<file path="config.mk">
export PLATFORM = sky130hd
export DESIGN_NAME = alu_exec_unit
export DESIGN_NICKNAME = d
export VERILOG_FILES = /design/src/rtl/alu_pkg.sv /design/src/rtl/alu_comb_core.sv /design/src/rtl/alu_exec_unit.sv
export SDC_FILE = /design/constraint.sdc
export NUM_CORES = 1
export LEC_CHECK = 0
export ABC_AREA = 1
export BUFFER_PORTS_ARGS = -buffer_cell sky130_fd_sc_hd__buf_2
export CAP_MARGIN = 20
export CORE_AREA = 4 4 133 135
export CTS_BUF_LIST = sky130_fd_sc_hd__clkbuf_16
export DETAILED_ROUTE_END_ITERATION = 10
export DIE_AREA = 0 0 137 139
export PLACE_DENSITY = 0.87
export SLEW_MARGIN = 30
export SYNTH_ARGS = -nofsm -noshare
export SYNTH_HDL_FRONTEND = slang
export SYNTH_SLANG_ARGS = --single-unit
</file>
<file path="constraint.sdc">
create_clock -name clk -period 4.85 [get_ports clk]
set_input_delay 0.7275 -clock clk [delete_from_list [all_inputs] [get_ports clk]]
set_output_delay 0.7275 -clock clk [all_outputs]
set_load 0.005 [all_outputs]
</file>
<file path="src/rtl/alu_pkg.sv">
// Shared definitions for the execute-stage ALU.
//   - Operation codes driven by the ALU controller
//   - FSM state type for the iterative-shift execution unit
//   - Default datapath width
package alu_pkg;

  localparam int unsigned WIDTH_DEF = 32;

  localparam logic [3:0] OP_AND = 4'b0000;
  localparam logic [3:0] OP_OR  = 4'b0001;
  localparam logic [3:0] OP_ADD = 4'b0010;
  localparam logic [3:0] OP_SUB = 4'b0110;
  localparam logic [3:0] OP_SLT = 4'b0111;
  localparam logic [3:0] OP_XOR = 4'b1100;
  localparam logic [3:0] OP_SLL = 4'b1000;
  localparam logic [3:0] OP_SRL = 4'b1001;
  localparam logic [3:0] OP_SRA = 4'b1010;

  typedef enum logic [1:0] {
    S_IDLE,
    S_SHIFT,
    S_DONE
  } state_t;

endpackage

</file>
<file path="src/rtl/alu_comb_core.sv">
// Combinational core for the single-cycle ALU operations.
// Ports:
//   Operation - 4-bit ALU operation code
//   A, B      - operands
//   result    - result for AND/OR/ADD/SUB/SLT/XOR, zero otherwise
//   illegal   - high for codes that are not defined (shift codes are legal
//               here; the shift datapath lives in the top)
module alu_comb_core
  import alu_pkg::*;
#(
  parameter int unsigned WIDTH = WIDTH_DEF
) (
  input  logic [3:0]       Operation,
  input  logic [WIDTH-1:0] A,
  input  logic [WIDTH-1:0] B,
  output logic [WIDTH-1:0] result,
  output logic             illegal
);

  always_comb begin
    result  = '0;
    illegal = 1'b0;
    case (Operation)
      OP_AND: result = A & B;
      OP_OR:  result = A | B;
      OP_ADD: result = A + B;
      OP_SUB: result = A - B;
      OP_SLT: result = {{(WIDTH-1){1'b0}}, ($signed(A) < $signed(B))};
      OP_XOR: result = A ^ B;
      OP_SLL, OP_SRL, OP_SRA: result = '0;
      default: illegal = 1'b1;
    endcase
  end

endmodule

</file>
<file path="src/rtl/alu_exec_unit.sv">
// Execute-stage ALU with valid/ready handshakes.
// Logic/arithmetic ops finish in one cycle; shifts iterate one bit per clock.
// Ports:
//   clk, reset           - clock, synchronous active-high reset
//   in_valid / in_ready  - request handshake (in_ready high only in IDLE)
//   Operation, A, B      - operation code and operands, sampled at accept
//   out_valid / out_ready- result handshake (out_valid high only in DONE)
//   ALUResult, Zero      - registered result and (ALUResult == 0)
//   IllegalOp            - registered; accepted code was undefined
module alu_exec_unit
  import alu_pkg::*;
#(
  parameter int unsigned WIDTH = WIDTH_DEF,
  parameter int unsigned SHW   = $clog2(WIDTH)
) (
  input  logic             clk,
  input  logic             reset,
  input  logic             in_valid,
  output logic             in_ready,
  input  logic [3:0]       Operation,
  input  logic [WIDTH-1:0] A,
  input  logic [WIDTH-1:0] B,
  output logic             out_valid,
  input  logic             out_ready,
  output logic [WIDTH-1:0] ALUResult,
  output logic             Zero,
  output logic             IllegalOp
);

  state_t           state;
  logic [WIDTH-1:0] work;
  logic [SHW-1:0]   count;
  logic [3:0]       shift_op;
  logic [WIDTH-1:0] shifted;
  logic [WIDTH-1:0] core_result;
  logic             core_illegal;
  logic             is_shift;

  alu_comb_core #(.WIDTH(WIDTH)) u_core (
    .Operation (Operation),
    .A         (A),
    .B         (B),
    .result    (core_result),
    .illegal   (core_illegal)
  );

  assign in_ready  = (state == S_IDLE);
  assign out_valid = (state == S_DONE);
  assign is_shift  = (Operation == OP_SLL) || (Operation == OP_SRL) ||
                     (Operation == OP_SRA);

  // One-bit step of the latched shift kind applied to the work register.
  always_comb begin
    case (shift_op)
      OP_SLL:  shifted = {work[WIDTH-2:0], 1'b0};
      OP_SRL:  shifted = {1'b0, work[WIDTH-1:1]};
      default: shifted = {work[WIDTH-1], work[WIDTH-1:1]};
    endcase
  end

  always_ff @(posedge clk) begin
    if (reset) begin
      state     <= S_IDLE;
      ALUResult <= '0;
      Zero      <= 1'b0;
      IllegalOp <= 1'b0;
      work      <= '0;
      count     <= '0;
      shift_op  <= OP_SLL;
    end else begin
      case (state)
        S_IDLE: begin
          if (in_valid) begin
            if (is_shift) begin
              work      <= A;
              count     <= B[SHW-1:0];
              shift_op  <= Operation;
              IllegalOp <= 1'b0;
              // A zero shift amount completes immediately with A unchanged.
              if (B[SHW-1:0] == '0) begin
                ALUResult <= A;
                Zero      <= (A == '0);
                state     <= S_DONE;
              end else begin
                state <= S_SHIFT;
              end
            end else begin
              ALUResult <= core_result;
              Zero      <= (core_result == '0);
              IllegalOp <= core_illegal;
              state     <= S_DONE;
            end
          end
        end
        S_SHIFT: begin
          work  <= shifted;
          count <= count - SHW'(1);
          // Last step: publish the value being shifted in on this edge.
          if (count == SHW'(1)) begin
            ALUResult <= shifted;
            Zero      <= (shifted == '0);
            state     <= S_DONE;
          end
        end
        S_DONE: begin
          if (out_ready) state <= S_IDLE;
        end
        default: state <= S_IDLE;
      endcase
    end
  end

endmodule
</file>
### After elaboration in Yosys (flattened, before gate mapping)

Index checks and enable logic that the tools add are counted.
Widths: inputs -> output; s select.

| storage, ports and cells | value |
|---|---|
| input bits | 72 |
| bits in latches | 0 |
| flip-flop bits (word level) | 77 |
| bits in read-only memories | 0 |
| bits in writable memories | 0 |
| memories | 0 |
| output and inout bits | 36 |

| cells by class | value |
|---|---|
| reduce and logical (&&, ||, !) cells | 15 |
| shift operators | 0 |
| multipliers | 0 |
| equal/unequal tests | 18 |
| divide/modulo/power cells | 0 |
| bitwise logic cells | 3 |
| mux-type cells | 26 |
| $add $sub $neg | 3 |
| $lt $le $gt $ge | 1 |

Operators with widths:

| cell | number |
|---|---|
| $mux 32 | 6 |
| $pmux 32 s2 | 3 |
| $pmux 32 s6 | 1 |
| $logic_not 32->1 | 3 |
| $add 32x32->32 | 1 |
| $and 32x32->32 | 1 |
| $lt 32x32->1 | 1 |
| $or 32x32->32 | 1 |
| $sub 32x32->32 | 1 |
| $xor 32x32->32 | 1 |
| $eq 4x4->1 const B | 6 |
| $mux 2 | 5 |
| $mux 5 | 2 |
| $pmux 5 s2 | 1 |
| $reduce_and 3->1 | 3 |
| $reduce_or 9->1 | 1 |
| $eq 4x3->1 const B | 2 |
| $mux 1 | 6 |
| $pmux 2 s3 | 1 |
| $eq 5x1->1 const B | 1 |
| $logic_not 5->1 | 1 |
| $sub 5x1->5 const B | 1 |
| $eq 4x1->1 const B | 1 |
| $eq 4x2->1 const B | 1 |
| other kinds (12) | 15 |

### Longest topological paths before layout

| logic depth | value |
|---|---|
| word-level depth | 6 |
| gate-level depth with buffers | 24 |
| gate-level depth less buffers | 23 |

### By module

Synthesis repeated with hierarchy kept, for this count alone.

| unflattened totals | value |
|---|---|
| cell total of the unflattened synthesis | 1,998 |
| area total of the unflattened synthesis | 10,770.3 um2 |

By module, submodules not included:

| module | times used | area an instance (um2) | cells an instance |
|---|---|---|---|
| alu_comb_core | 1 | 6,278.5 | 1,282 |
| alu_exec_unit | 1 | 4,491.8 | 716 |

### Worst setup path before layout

Ideal clock, no wire load.

| timing path | value |
|---|---|
| path kind | input to register |
| start | input port A[0] |
| end | register Zero |
| stages | 22 |
| arrival time | 2.657 ns |
| path slack | 2.126 ns |
| data required time | 4.784 ns |
| buffers on the path | 0 |
| cell sequence | ha_1 > inv_1 > fa_1 > inv_1 > nand3_1 > nand2_1 > nand2_1 > nand2_2 > nand2_1 > nand2_2 > nand3b_1 > nand2_1 > nand2_1 > nand3_1 > nand2_1 > nor2_1 > nand3_1 > nor2_1 > nand2_1 > nand2_1 > nand2_1 > a21oi_2 |

| between the ends | value |
|---|---|
| longest elaborated chain between the ends | 6 |

Ends and longest elaborated chain:

| element | line | RTL |
|---|---|---|
| from (decl) | alu_exec_unit.sv:21 | `input logic [WIDTH-1:0] A,` |
| $sub 32x32->32, or another cell as far along | alu_comb_core.sv:27 | `OP_SUB: result = A - B;` |
| $pmux 32 s6 | alu_comb_core.sv:23 | `case (Operation)` |
| $logic_not 32->1 | alu_exec_unit.sv:89 | `Zero <= (core_result == '0);` |
| $mux 1 (*) | alu_exec_unit.sv:74 | `if (is_shift) begin` |
| $mux 1 (*) | alu_exec_unit.sv:73 | `if (in_valid) begin` |
| $pmux 1 s2 (*) | alu_exec_unit.sv:71 | `case (state)` |
| to (signal assigned) | alu_exec_unit.sv:82 | `Zero <= (A == '0);` |
| to (signal assigned) | alu_exec_unit.sv:89 |  |
| to (signal assigned) | alu_exec_unit.sv:101 | `Zero <= (shifted == '0);` |
| to (decl) | alu_exec_unit.sv:26 | `output logic Zero,` |

Mark *: on every way between the ends. The rest lies on a longest branch, timed or not. The select of a mux whose other input is x is not followed.
A chain may end at the register's enable or synchronous reset.

### Final worst setup path

| timing path | value |
|---|---|
| start | input port A[13] |
| end | register Zero |

Same word-level chain as after synthesis.

==> flow_metrics.py <==
metrics = {
    "logic_synthesis": {
        "yosys.cell_types.count": 37,
        "synth_warnings": 0,
        "ys.flop_type": "dfxtp_1",
        "syn_nets": 2103,
        "yosysMostFrequentCell": "nand2_1",
        "yosys.area.top_type_share": 0.201,
        "async_flop_share": 0,
        "ys_seq_area_frac": 0.146,
        "syn_inst": 1919,
        "syn_area_um2": 10500,
        "synth-seq-cells": 77,
        "syn_area_per_cell_um2": 5.49,
        "synth_edf_count": 0,
        "synth_area_leaders": "nand2_1 (20%), dfxtp_1 (15%), ha_1 (13%)",
        "ys_top_cells_by_count": "nand2_1 (565), inv_1 (356), nor2_1 (174)",
        "synth_top_area_cell": "nand2_1",
    },
    "placement": {
        "io_buffers": 107,
        "dp_cells": 2186,
        "post-place-ws_ps": 1180,
        "dp_hpwl_mm": 33.1,
        "place_congestion": 1.17,
    },
    "floorplan": {
        "die_y_um": 139,
        "die_w_um": 137,
        "initial_core_util": 0.640,
        "coreArea_um2": 16500,
        "dieArea_um2": 19000,
        "ioPinCount": 108,
        "core.rowCount": 47,
    },
    "setup_path": {
        "slowest_delay_ps": 440,
        "r2r_end": "Zero$_SDFFE_PP0P_",
        "cp_slowest_cell": "ha_1",
        "reg2regPathDepth": 10,
        "startpoint": "A[13]",
        "worstPathArrival_ps": 3940,
        "cp-start-kind": "input pin",
        "required_ps": 5120,
        "cp.depth": 21,
        "worst_setup_path_end_kind": "flip-flop",
        "critPathBufInv": 3,
        "crit_family": "simple AND/OR/NAND/NOR gates",
        "worstSetupEndpoint": "Zero$_SDFFE_PP0P_",
        "path_common_cell": "nand2_1",
        "reg2reg_from": "shift_op[2]$_SDFFE_PP0P_",
        "crit_path_cell_trace": "buf_2 > inv_1 > ha_1 > nand2_1 > inv_1 > nand2_1 > nor2_1 > nand3b_1 > nand3_1 > nand2_1 > nand3_1 > nand2_1 > nor2_1 > nand2_1 > nor2_1 > nand3_1 > nor2_1 > nand2_1 > nand2_1 > nand2_1 > a21oi_2",
        "critPathKind": "input pin to flip-flop",
        "crit_fanout": 7,
        "reg2reg_slack_ps": 2260,
    },
    "clocking": {
        "cts_setup_buffers": 0,
        "postCtsHoldBufs": 0,
        "cts_tree": "yes",
        "clock_latency_ps": 340,
        "clockRootBuffer": "clkbuf_16",
        "cts_sinks": 77,
        "post_cts_resize_count": 0,
        "cts.clk_slew.worst_paths_ps": 60,
        "cts.path.max_buffers": 2,
        "h-tree-depth": 3,
        "numCtsBuffers": 9,
    },
    "global_route": {
        "grt_first_pass_wirelength_mm": 65.9,
        "grt.overflow.total": 0,
        "grt_max_degree": 76,
        "grt_pass1_vias": 12400,
        "antenna_found_initial": 0,
        "grt_usage": 0.436,
    },
    "pwr": {
        "leakage_nw": 6.45,
        "power_density_nw_per_um2": 234,
        "peakVddDrop_mv": 0.242,
        "finalPower_mw": 2.68,
    },
    "flow_run": {
        "maxCapViolations": 0,
    },
    "worst_hold_path": {
        "min_path_type": "flip-flop to flip-flop",
    },
    "drt": {
        "routed_wl_mm": 42.8,
        "dr.pass1.iters": 6,
        "wl_per_cell_um": 19.4,
        "vias": 13400,
        "routed_via_density": 6.10,
        "drcViolationCount": 0,
        "ant_nets": 0,
        "drtIter0Drc": 1891,
    },
    "timing": {
        "finalSetupViolations": 0,
        "slew_headroom": 0.361,
        "post-route-period-util": 0.756,
        "setup_ws_ps": 1180,
        "fmax_mhz": 273,
        "clock-skew-final_ps": 7.07,
        "hold_viol": 0,
        "slew_viol_final": 0,
        "worst_pin_slew_ps": 957,
        "rsz0062_at_grt": "no",
        "min_period_ps": 3670,
        "finalSetupTns_ps": 0,
    },
    "run_status": {
        "outcome": "finished clean",
    },
    "cells_and_area": {
        "fillCellCount": 1568,
        "syn_to_final_growth_pct": 8.90,
        "fin_nets": 2162,
        "final_cells": 2203,
        "n_antenna_cell": 0,
        "drive_above_1_share": 0.0807,
    },
}
[power by group]
part	internal, mW	switching [mW]	total, mW
sequential	0.713	0.0448	0.758
clock	0.448	0.272	0.720
combinational	0.363	0.839	1.20
[layout by cell type (no fill, tap or decap), drive strengths merged, types with 9 or more instances in the layout]
cell / Yosys / final
a221oi: 27 / 27
nor4: 10 / 10
o21ai: 127 / 127
clkbuf: 45 / 9
a21oi: 126 / 126
o22ai: 29 / 29
buf: 29 / 122
inv: 358 / 359
ha: 110 / 110
dfxtp: 77 / 77
nand4: 25 / 25
nand3: 123 / 123
a31oi: 35 / 35
nand2: 569 / 569
o21bai: 9 / 9
nor3: 17 / 17
nor2: 178 / 178
[registers in the layout (all words and copies together), names as in the netlist]
name       count
work          32
ALUResult     32
state          2
shift_op       4
Zero           1
count          5
IllegalOp      1
[cells by family (layout without fill, tap and decap cells)]
kind of cell / after synthesis / count (layout) / synth area share
AOI/OAI and AO/OA: 360 / 360 / 0.193
xor gates and xnor gates: 4 / 4 / 0.00333
adders and majority gates: 112 / 112 / 0.135
buffers and inverters: 432 / 496 / 0.158
DFF: 77 / 77 / 0.146
and+or+nand+nor: 934 / 934 / 0.365
[through the flow]
step	hold WS, ps	area, µm²	util
floorplan	412	10500	-
global placement	421	11100	0.677
detailed placement	433	11100	0.677
CTS	460	11500	0.696
global route	489	11500	0.696
finish	467	11500	0.696
[cell type report]
cell class	count	area (µm²)	area share
flip-flops and latches	77	1540	0.134
inverters	358	1340	0.117
clock buffers	9	225	0.0196
repair buffers	122	652	0.0568
clock inverters	7	88.8	0.00775
well taps	220	275	0.0240
multi-input cells	1410	7340	0.640
[how the worst min path moves through the flow]
stage / from / end / slack, ps / depth (start not counted)
2_1_floorplan: shift_op[3]$_SDFFE_PP1P_ / shift_op[3]$_SDFFE_PP1P_ / 410 / 2
3_5_place_dp: shift_op[3]$_SDFFE_PP1P_ / shift_op[3]$_SDFFE_PP1P_ / 430 / 2
3_3_place_gp: shift_op[3]$_SDFFE_PP1P_ / shift_op[3]$_SDFFE_PP1P_ / 420 / 2
4_1_cts: shift_op[2]$_SDFFE_PP0P_ / shift_op[2]$_SDFFE_PP0P_ / 460 / 2
6_report: shift_op[2]$_SDFFE_PP0P_ / shift_op[2]$_SDFFE_PP0P_ / 470 / 2
5_1_grt: shift_op[2]$_SDFFE_PP0P_ / shift_op[2]$_SDFFE_PP0P_ / 490 / 2
[tightest hold or removal path: cells and delay by family, from the launching register on]
kind | cells | cell delay (ps)
buffers and inverters | 1 | 70
and+or+nand+nor | 1 | 50
DFF | 1 | 300
[per-layer routing]
metal  part of all wire  global-route usage  up-vias
li1                   -                   -     6239
met1               0.36               0.533     5884
met2               0.43               0.673     1065
met3               0.13               0.106      254
met4              0.084               0.291        0
met5                  0                   0        -
Power figures use the tool's default switching activity.
